===== src/rtl/line_follow_ctrl_if.sv =====
// Sensor/distance inputs and motor-mode outputs of the line-following steering controller.
interface line_follow_ctrl_if #(
    parameter int N_SENS = 3,
    parameter int DIST_W = 20
);
    logic              en;
    logic [N_SENS-1:0] track;
    logic [DIST_W-1:0] distance;
    logic              dist_valid;
    logic [2:0]        mode;
    logic [2:0]        state;
    logic              obstacle;

    modport master (
        output en, track, distance, dist_valid,
        input  mode, state, obstacle
    );

    modport slave (
        input  en, track, distance, dist_valid,
        output mode, state, obstacle
    );
endinterface


===== src/rtl/line_follow_ctrl.sv =====
// Steering controller: N-way track pattern + sonic distance -> registered motor mode.
// Define LINE_FOLLOW_REVERSE_EN to add the timed reverse (BACKUP) manoeuvre out of BLOCKED.
module line_follow_ctrl #(
    parameter int N_SENS      = 3,
    parameter int DIST_W      = 20,
    parameter int STOP_DIST   = 15,
    parameter int RESUME_DIST = 25,
    parameter int SAMPLE_DIV  = 100000,
    parameter int LOST_TICKS  = 50,
    parameter int BACK_TICKS  = 20
) (
    input  logic              clk,
    input  logic              rst,
    line_follow_ctrl_if.slave io_bus
);
    localparam int C  = N_SENS / 2;
    localparam int CW = $clog2(SAMPLE_DIV);
    localparam int LW = $clog2(LOST_TICKS + 1);
    localparam int SW = $clog2(N_SENS + 1);

    localparam logic [CW-1:0]     TICK_LAST = CW'(SAMPLE_DIV - 1);
    localparam logic [LW-1:0]     LOST_LAST = LW'(LOST_TICKS - 1);
    localparam logic [DIST_W-1:0] STOP_D    = DIST_W'(STOP_DIST);
    localparam logic [DIST_W-1:0] RESUME_D  = DIST_W'(RESUME_DIST);

    localparam logic [2:0] M_STOP  = 3'd0;
    localparam logic [2:0] M_FWD   = 3'd1;
    localparam logic [2:0] M_LEFT  = 3'd2;
    localparam logic [2:0] M_RIGHT = 3'd3;

    typedef enum logic [2:0] {
        S_IDLE    = 3'd0,
        S_FOLLOW  = 3'd1,
        S_LOST    = 3'd2,
        S_BLOCKED = 3'd3,
        S_BACKUP  = 3'd4
    } state_t;

    if (N_SENS < 3 || (N_SENS % 2) == 0 || RESUME_DIST <= STOP_DIST ||
        SAMPLE_DIV < 2 || LOST_TICKS < 1 || BACK_TICKS < 1) begin : g_bad_param
        $error("line_follow_ctrl: illegal parameter set");
    end

`ifdef LINE_FOLLOW_REVERSE_EN
    localparam int             BW        = $clog2(BACK_TICKS + 1);
    localparam logic [BW-1:0]  BACK_LAST = BW'(BACK_TICKS - 1);
    localparam logic [2:0]     M_BACK    = 3'd4;
    logic [BW-1:0] r_back_cnt;
`endif

    logic [CW-1:0] r_tick_cnt;
    logic [LW-1:0] r_lost_cnt;
    logic [2:0]    r_mode;
    logic [2:0]    r_last_turn;
    logic          r_obstacle;
    logic          r_hold;
    state_t        r_state;

    logic          w_tick;
    logic [2:0]    w_steer;
    logic          w_is_turn;
    state_t        w_res_state;
    logic [2:0]    w_res_mode;

    // Outer sensors pull toward their side; a balanced or centred pattern drives straight.
    function automatic logic [2:0] steer(input logic [N_SENS-1:0] t);
        logic [SW-1:0] l;
        logic [SW-1:0] r;
        l = '0;
        r = '0;
        for (int i = C + 1; i < N_SENS; i++) if (t[i]) l = l + SW'(1);
        for (int i = 0; i < C; i++) if (t[i]) r = r + SW'(1);
        if (l > r)                     return M_LEFT;
        else if (r > l)                return M_RIGHT;
        else if (t[C] || l != '0)      return M_FWD;
        else                           return M_STOP;
    endfunction

    // Common "back on the line" outcome: follow the pattern, or go LOST if nothing is seen.
    always_comb begin
        w_tick      = (r_tick_cnt == TICK_LAST);
        w_steer     = steer(io_bus.track);
        w_is_turn   = (w_steer == M_LEFT) || (w_steer == M_RIGHT);
        w_res_state = S_FOLLOW;
        w_res_mode  = w_steer;
        if (w_steer == M_STOP) begin
            w_res_state = S_LOST;
            w_res_mode  = r_last_turn;
        end
    end

    always_ff @(posedge clk) begin
        if (!rst) begin
            r_tick_cnt  <= '0;
            r_lost_cnt  <= '0;
            r_mode      <= M_STOP;
            r_last_turn <= M_LEFT;
            r_obstacle  <= 1'b0;
            r_hold      <= 1'b0;
            r_state     <= S_IDLE;
`ifdef LINE_FOLLOW_REVERSE_EN
            r_back_cnt  <= '0;
`endif
        end else begin
            r_tick_cnt <= w_tick ? '0 : r_tick_cnt + CW'(1);

            // A zero reading means no echo came back, so it carries no information.
            if (io_bus.dist_valid && io_bus.distance != '0) begin
                if (io_bus.distance < STOP_D)        r_obstacle <= 1'b1;
                else if (io_bus.distance >= RESUME_D) r_obstacle <= 1'b0;
            end

            if (!io_bus.en) r_hold <= 1'b0;

            if (w_tick) begin
                if (!io_bus.en) begin
                    r_state <= S_IDLE;
                    r_mode  <= M_STOP;
                end
`ifdef LINE_FOLLOW_REVERSE_EN
                else if (r_state == S_BACKUP) begin
                    if (r_back_cnt == BACK_LAST) begin
                        if (r_obstacle) begin
                            r_state <= S_BLOCKED;
                            r_mode  <= M_STOP;
                        end else begin
                            r_state    <= w_res_state;
                            r_mode     <= w_res_mode;
                            r_lost_cnt <= '0;
                            if (w_is_turn) r_last_turn <= w_steer;
                        end
                    end else begin
                        r_back_cnt <= r_back_cnt + BW'(1);
                    end
                end else if (r_state == S_BLOCKED && r_obstacle) begin
                    r_state    <= S_BACKUP;
                    r_mode     <= M_BACK;
                    r_back_cnt <= '0;
                end
`endif
                else if (r_obstacle && r_state != S_IDLE) begin
                    r_state <= S_BLOCKED;
                    r_mode  <= M_STOP;
                end else begin
                    case (r_state)
                        S_IDLE: begin
                            if (!r_hold) begin
                                r_state <= S_FOLLOW;
                                r_mode  <= M_STOP;
                            end
                        end
                        S_FOLLOW, S_BLOCKED: begin
                            r_state    <= w_res_state;
                            r_mode     <= w_res_mode;
                            r_lost_cnt <= '0;
                            if (w_is_turn) r_last_turn <= w_steer;
                        end
                        S_LOST: begin
                            if (w_steer != M_STOP) begin
                                r_state    <= S_FOLLOW;
                                r_mode     <= w_steer;
                                r_lost_cnt <= '0;
                                if (w_is_turn) r_last_turn <= w_steer;
                            end else if (r_lost_cnt == LOST_LAST) begin
                                // Give up; only an en 0->1 toggle restarts following.
                                r_state <= S_IDLE;
                                r_mode  <= M_STOP;
                                r_hold  <= 1'b1;
                            end else begin
                                r_lost_cnt <= r_lost_cnt + LW'(1);
                                r_mode     <= r_last_turn;
                            end
                        end
                        default: begin
                            r_state <= S_IDLE;
                            r_mode  <= M_STOP;
                        end
                    endcase
                end
            end
        end
    end

    assign io_bus.mode     = r_mode;
    assign io_bus.state    = r_state;
    assign io_bus.obstacle = r_obstacle;
endmodule


===== src/flat_wrapper.sv =====
// flat-port wrapper written by rule: the top's interface ports become plain ports
module line_follow_ctrl_flat 
#(
    parameter int N_SENS      = 3,
    parameter int DIST_W      = 20,
    parameter int STOP_DIST   = 15,
    parameter int RESUME_DIST = 25,
    parameter int SAMPLE_DIV  = 100000,
    parameter int LOST_TICKS  = 50,
    parameter int BACK_TICKS  = 20
)
  (clk, rst, io_bus_en, io_bus_track, io_bus_distance, io_bus_dist_valid, io_bus_mode, io_bus_state, io_bus_obstacle);
  line_follow_ctrl_if #(.N_SENS(N_SENS), .DIST_W(DIST_W)) io_bus_i ();
  input  logic clk;
  input  logic rst;
  input wire logic [$bits(io_bus_i.en)-1:0] io_bus_en;
  input wire logic [$bits(io_bus_i.track)-1:0] io_bus_track;
  input wire logic [$bits(io_bus_i.distance)-1:0] io_bus_distance;
  input wire logic [$bits(io_bus_i.dist_valid)-1:0] io_bus_dist_valid;
  output wire logic [$bits(io_bus_i.mode)-1:0] io_bus_mode;
  output wire logic [$bits(io_bus_i.state)-1:0] io_bus_state;
  output wire logic [$bits(io_bus_i.obstacle)-1:0] io_bus_obstacle;
  assign io_bus_i.en = io_bus_en;
  assign io_bus_i.track = io_bus_track;
  assign io_bus_i.distance = io_bus_distance;
  assign io_bus_i.dist_valid = io_bus_dist_valid;
  assign io_bus_mode = io_bus_i.mode;
  assign io_bus_state = io_bus_i.state;
  assign io_bus_obstacle = io_bus_i.obstacle;
  line_follow_ctrl #(.N_SENS(N_SENS), .DIST_W(DIST_W), .STOP_DIST(STOP_DIST), .RESUME_DIST(RESUME_DIST), .SAMPLE_DIV(SAMPLE_DIV), .LOST_TICKS(LOST_TICKS), .BACK_TICKS(BACK_TICKS)) u_core (.clk(clk), .rst(rst), .io_bus(io_bus_i));
endmodule

===== config.mk =====
export PLATFORM = sky130hd
export DESIGN_NAME = line_follow_ctrl_flat
export DESIGN_NICKNAME = d
export VERILOG_FILES = /design/src/rtl/line_follow_ctrl_if.sv /design/src/rtl/line_follow_ctrl.sv /design/src/flat_wrapper.sv
export SDC_FILE = /design/constraint.sdc
export NUM_CORES = 1
export LEC_CHECK = 0
export CAP_MARGIN = 15
export CORE_UTILIZATION = 45
export DETAILED_ROUTE_END_ITERATION = 8
export MAX_ROUTING_LAYER = met4
export PLACE_DENSITY = 0.83
export SETUP_SLACK_MARGIN = 0.1
export SYNTH_ARGS = -nofsm -noshare
export SYNTH_HDL_FRONTEND = slang
export SYNTH_SLANG_ARGS = --single-unit

===== constraint.sdc =====
create_clock -name clk -period 3.2 [get_ports clk]
set_input_delay 0.48 -clock clk [delete_from_list [all_inputs] [get_ports clk]]
set_output_delay 0.48 -clock clk [all_outputs]
set_load 0.02 [all_outputs]

# --- After elaboration in Yosys (flattened, before gate mapping) ---
# Cells that the tools add are included.
# W data, S select, Z words.
word_totals:
  ff_bits: 34
  out_inout_bits: 7
  wordCells: 79
  in_bits: 27
op_classes:
  reduce_logical: 19
  muxes: 34
  bitwise_logic: 2
  n_eq_ne: 11
  addsub: 2
  n_lt_le_gt_ge: 4
ops:
  columns: ["op", "n"]
  rows:
  - ["$mux W3", 15]
  - ["$ge A20 B5 Y1 const B", 1]
  - ["$lt A20 B4 Y1 const B", 1]
  - ["$reduce_bool A20 Y1", 1]
  - ["$pmux W3 S3", 2]
  - ["$add A17 B1 Y17 const B", 1]
  - ["$eq A17 B17 Y1 const B", 1]
  - ["$eq A3 B2 Y1 const B", 4]
  - ["$mux W1", 12]
  - ["$mux W6", 2]
  - ["$pmux W6 S2", 1]
  - ["$reduce_and A5 Y1", 2]
  - ["$add A6 B1 Y6 const B", 1]
  - ["$eq A6 B6 Y1 const B", 1]
  - ["$logic_not A3 Y1", 2]
  - ["$pmux W3 S2", 1]
  - ["$reduce_bool A2 Y1", 3]
  - ["$reduce_bool A3 Y1", 2]
  - ["$ne A5 B2 Y1 const B", 1]
  - ["$ne A4 B4 Y1 const B", 1]
  - ["$reduce_and A2 Y1", 2]
  - ["$reduce_or A2 Y1", 2]
  - ["$eq A3 B1 Y1 const B", 1]
  - ["$ne A3 B2 Y1 const B", 1]
  - ["other kinds (7)", 11]

# --- Longest topological paths before layout ---
logic_depth:
  depth_word: 12
  ltp_mapped: 7
  mapped_depth_nobuf: 6

# --- Worst setup path after synthesis ---
# No wires, ideal clock.
synth_path:
  path_kind: "input -> register"
  startpoint: "input port io_bus_track[0]"
  endpoint: "register u_core.r_lost_cnt[4]"
  cell_stages: 6
  setup_time_ns: 0.101
  required_ns: 3.099
  t_arrival_ns: 2.178
  path_buffers: 1
  path_slack_ns: 0.921
  path_cell_list: "inv_1 -> ha_1 -> or3b_2 -> clkbuf_1 -> or4_4 -> o41ai_1"
synth_between:
  elab_chain_cells: 7
  word_cells_on_any_way: 10
  cone_classes: "order compare (2); eq/ne (1); mux (5); reduce/logical (2)"
synth_lines:
  columns: ["element", "line_no", "rtl"]
  rows:
  - ["from (decl)", "flat_wrapper.sv:17", "input wire logic [$bits(io_bus_i.track)-1:0] io_bus_track;"]
  - ["$mux W1 *", "line_follow_ctrl.sv:72", "for (int i = 0; i < C; i++) if (t[i]) r = r + SW'(1);"]
  - ["$gt A1 B1 Y1", "line_follow_ctrl.sv:74", "else if (r > l) return M_RIGHT;"]
  - ["$mux W3", "line_follow_ctrl.sv:74", null]
  - ["$mux W3 *", "line_follow_ctrl.sv:73", "if (l > r) return M_LEFT;"]
  - ["$reduce_bool A3 Y1 *", "line_follow_ctrl.sv:159", "if (w_steer != M_STOP) begin"]
  - ["$ne A3 B2 Y1 (no source line) / $mux W6 (equally long branches)", null, null]
  - ["$reduce_and A5 Y1 (no source line) / $pmux W6 S2 (equally long branches)", null, null]
  - ["to (signal assigned)", "line_follow_ctrl.sv:170", "r_lost_cnt <= r_lost_cnt + LW'(1);"]
  - ["to (decl)", "line_follow_ctrl.sv:52", "logic [LW-1:0] r_lost_cnt;"]
# Every way passes the cells marked *; elsewhere a longest branch is shown, timed or not.
# A chain may end at the register's enable or synchronous reset.

# --- Worst setup path after layout ---
layout_path:
  startpoint: "register u_core.r_tick_cnt[6]"
  endpoint: "register u_core.r_lost_cnt[4]"
layout_between:
  elab_chain_cells: 2
layout_lines:
  columns: ["element", "line_no", "rtl"]
  rows:
  - ["from (decl)", "line_follow_ctrl.sv:51", "logic [CW-1:0] r_tick_cnt;"]
  - ["from (signal assigned)", "line_follow_ctrl.sv:105", "r_tick_cnt <= w_tick ? '0 : r_tick_cnt + CW'(1);"]
  - ["$eq A17 B17 Y1", "line_follow_ctrl.sv:81", "w_tick = (r_tick_cnt == TICK_LAST);"]
  - ["$reduce_and A5 Y1 (no source line)", null, null]
# Every way passes these cells.

==> metrics <==
Reg2Reg Setup Slack=0.70 ns; Switch Pwr=165 µW; cell area after synthesis=0.00164 mm²; antenna cell count=0; part of the power in the clock network=0.319; DR vias=1,578; post-synthesis sequential area ratio=0.378; initial antenna violation count=0; switching share of power=0.244; Chip Width=62.4 µm; Detail Placement HPWL=2480 µm; first-pass GRT wire length=6110 µm; Total Power=675 µW; Post-synth EDFFs=0; Max Fanout on Critical Path=15; fin area=0.00203 mm²; fillers=304; Pre-antenna DRT Iters=4; DR WL/cell=13.0 µm; CTS resizes=0; number of vias per cell=5.89; Mapped Cells=190; syn avg cell area=8.64 µm²; die height=62.4 µm; GR Overflow Total=0; Final nets=252; # rows=21; hold buffer count at cts=0; setup tns final=0 ns; ranking of synthesized cells by area=dfxtp_1, xor2_1, o311ai_0, nand4_1, ha_1; drt total wl=3470 µm; full die area=0.00389 mm²; Slew HR=0.541; root buffer cell=clkbuf_4; Max stage delay cell, worst path=or4_4; vias in the first global route=1,422; Async SR Flop Fraction=0; largest incremental delay on the critical path=0.60 ns; Peak VDD IR=0.000166 V; gpl congestion=0.833; CTS tree=built; worst hold slack=0.446 ns; share of layout cells above drive strength 1=0.0631; Synth Flop Type=dfxtp_1; clk_lat worst skew=0.33 ns; largest net degree at the start of global routing=21; Comb power frac=0.100; drt drc=0; drt first-iter violations=174; worst path cell trace=or4_1, or4_4, or4_4, o41ai_1; Slew Viols, Final=0; outcome=finished, final reports clean; final worst path period need=2.50 ns; Sequential cell area=621 µm²; Final period util=0.782; RSZ-0062 raised after global routing=no; Yosys top cell by area=dfxtp_1; Crit path arrival time=2.73 ns; Final Hold Fails=0; nature of the critical path endpoint=register; pwr dens=332 mW/mm²; Placeable Area=0.00342 mm²; CP most frequent cell=or4_4; Yosys top cell area share=0.378; Top delay family on crit path=simple AND/OR/NAND/NOR gates; P&R area growth vs syn=23.7%; # setup viols final=0; Max-Cap Viols=0; CTS Sinks=31; num ports=34; H-tree depth=2; CP required=3.43 ns; critical setup path kind=reg -> reg; Routed Antenna Nets=0; CP Launch Type=register; Static Leak=0.681 nW; Multi-input gate area=952 µm²; sequential share of power=0.581; clk_skew=0.0140 ns; distinct cell type count after synthesis=47; clock transition at the registers of the reported paths=0.10 ns; CP bufs+invs=0; initial core utilization=0.481; warnings from Yosys=0; total CTS buffers=5; Worst-Margin Slew=0.685 ns; fmax=400 MHz; CTS max path bufs=2; Worst Hold Class=reg -> reg; gr usage total=0.199; Area after DPL=0.00198 mm²; port bufs=31; number of register bits inferred by synthesis=31; Internal=510 µW; post-CTS setup buffer count=0
[through the flow]
step,setup WS [ns],util,instances
floorplan,0.921,-,191
global placement,0.464,0.579,260
detailed placement,0.408,0.579,260
CTS,0.704,0.595,268
global route,0.558,0.595,268
finish,0.698,0.595,268
[layer usage]
metal	wire length [µm]	track usage	vias to the layer above
met5	0	-	-
met2	1600	0.304	72
met3	274	0.0401	6
met1	1560	0.250	715
met4	41	0.0988	0
li1	-	-	785
[logic make-up after synthesis]
group                      count (synthesis)  share of synthesized area
AOI/OAI and AO/OA                         41                      0.170
xor gates and xnor gates                  10                     0.0534
adders and majority gates                  4                     0.0305
buffers and inverters                     17                     0.0442
DFF                                       31                      0.378
muxes                                      3                     0.0183
other                                      1                    0.00228
and+or+nand+nor                           83                      0.303
[Yosys cell counts, types with 3 or more instances]
library cell,n
a21oi_1,8
and3_1,6
clkbuf_1,6
dfxtp_1,31
ha_1,4
inv_1,8
mux2i_1,3
nand2_1,11
nand3_1,8
nand4_1,9
nor2_1,13
nor3_1,4
nor3b_1,4
nor4_1,5
o211ai_1,3
o21ai_0,9
o311ai_0,7
o31ai_1,3
or3_1,4
or4_1,3
xor2_1,9
[power groups by stage]
stage | Sequential (mW) | Clock [mW] | Combinational (mW)
after floorplan | 0.401 | 0 | 0.0272
after global placement | 0.401 | 0 | 0.0660
after detailed placement | 0.401 | 0 | 0.0666
after CTS | 0.392 | 0.222 | 0.0674
after global routing | 0.393 | 0.242 | 0.0735
final | 0.392 | 0.215 | 0.0673
[state kept, by name (all words and copies together), names as in the netlist]
signal	flops
u_core.r_hold	1
u_core.io_bus.mode	2
u_core.io_bus.obstacle	1
u_core.r_last_turn	2
u_core.io_bus.state	2
u_core.r_tick_cnt	17
u_core.r_lost_cnt	6
[worst paths after layout]
| kind | end | depth (start not counted) | from |
|---|---|---|---|
| setup / recovery | u_core.r_lost_cnt[4] | 4 | u_core.r_tick_cnt[6] |
| hold / removal | u_core.r_tick_cnt[0] | 1 | u_core.r_tick_cnt[0] |
| setup reg to reg | u_core.r_lost_cnt[4] | 4 | u_core.r_tick_cnt[6] |
| hold reg to reg | u_core.r_tick_cnt[0] | 1 | u_core.r_tick_cnt[0] |
[worst register-to-register path: stages, from the launching register on]
cell and delay (ns):
dfxtp_1 0.37, or4_1 0.53, or4_4 0.60, or4_4 0.58, o41ai_1 0.32
[cells in the final DEF, fill, tap and decap left out, drive strengths merged, types with 4 or more instances in the layout]
cell           count
ha                 4
nor3b              4
or4                5
nor2              13
nor3               4
clkdlybuf4s50     31
inv                8
nand2             11
or3                4
xor2               9
nand3              8
dfxtp             31
a21oi              8
o21ai             10
nand4              9
o311ai             7
nor4               5
clkbuf             5
and3               6
[final cells by class]
class	instances	area share
Timing Repair Buffer	32	0.157
Multi-Input combinational cell	143	0.469
Tap cell	46	0.0283
Inverter	8	0.0148
Clock buffer	5	0.0185
Clock inverter	3	0.00739
Sequential cell	31	0.306
Power figures use the tool's default switching activity.
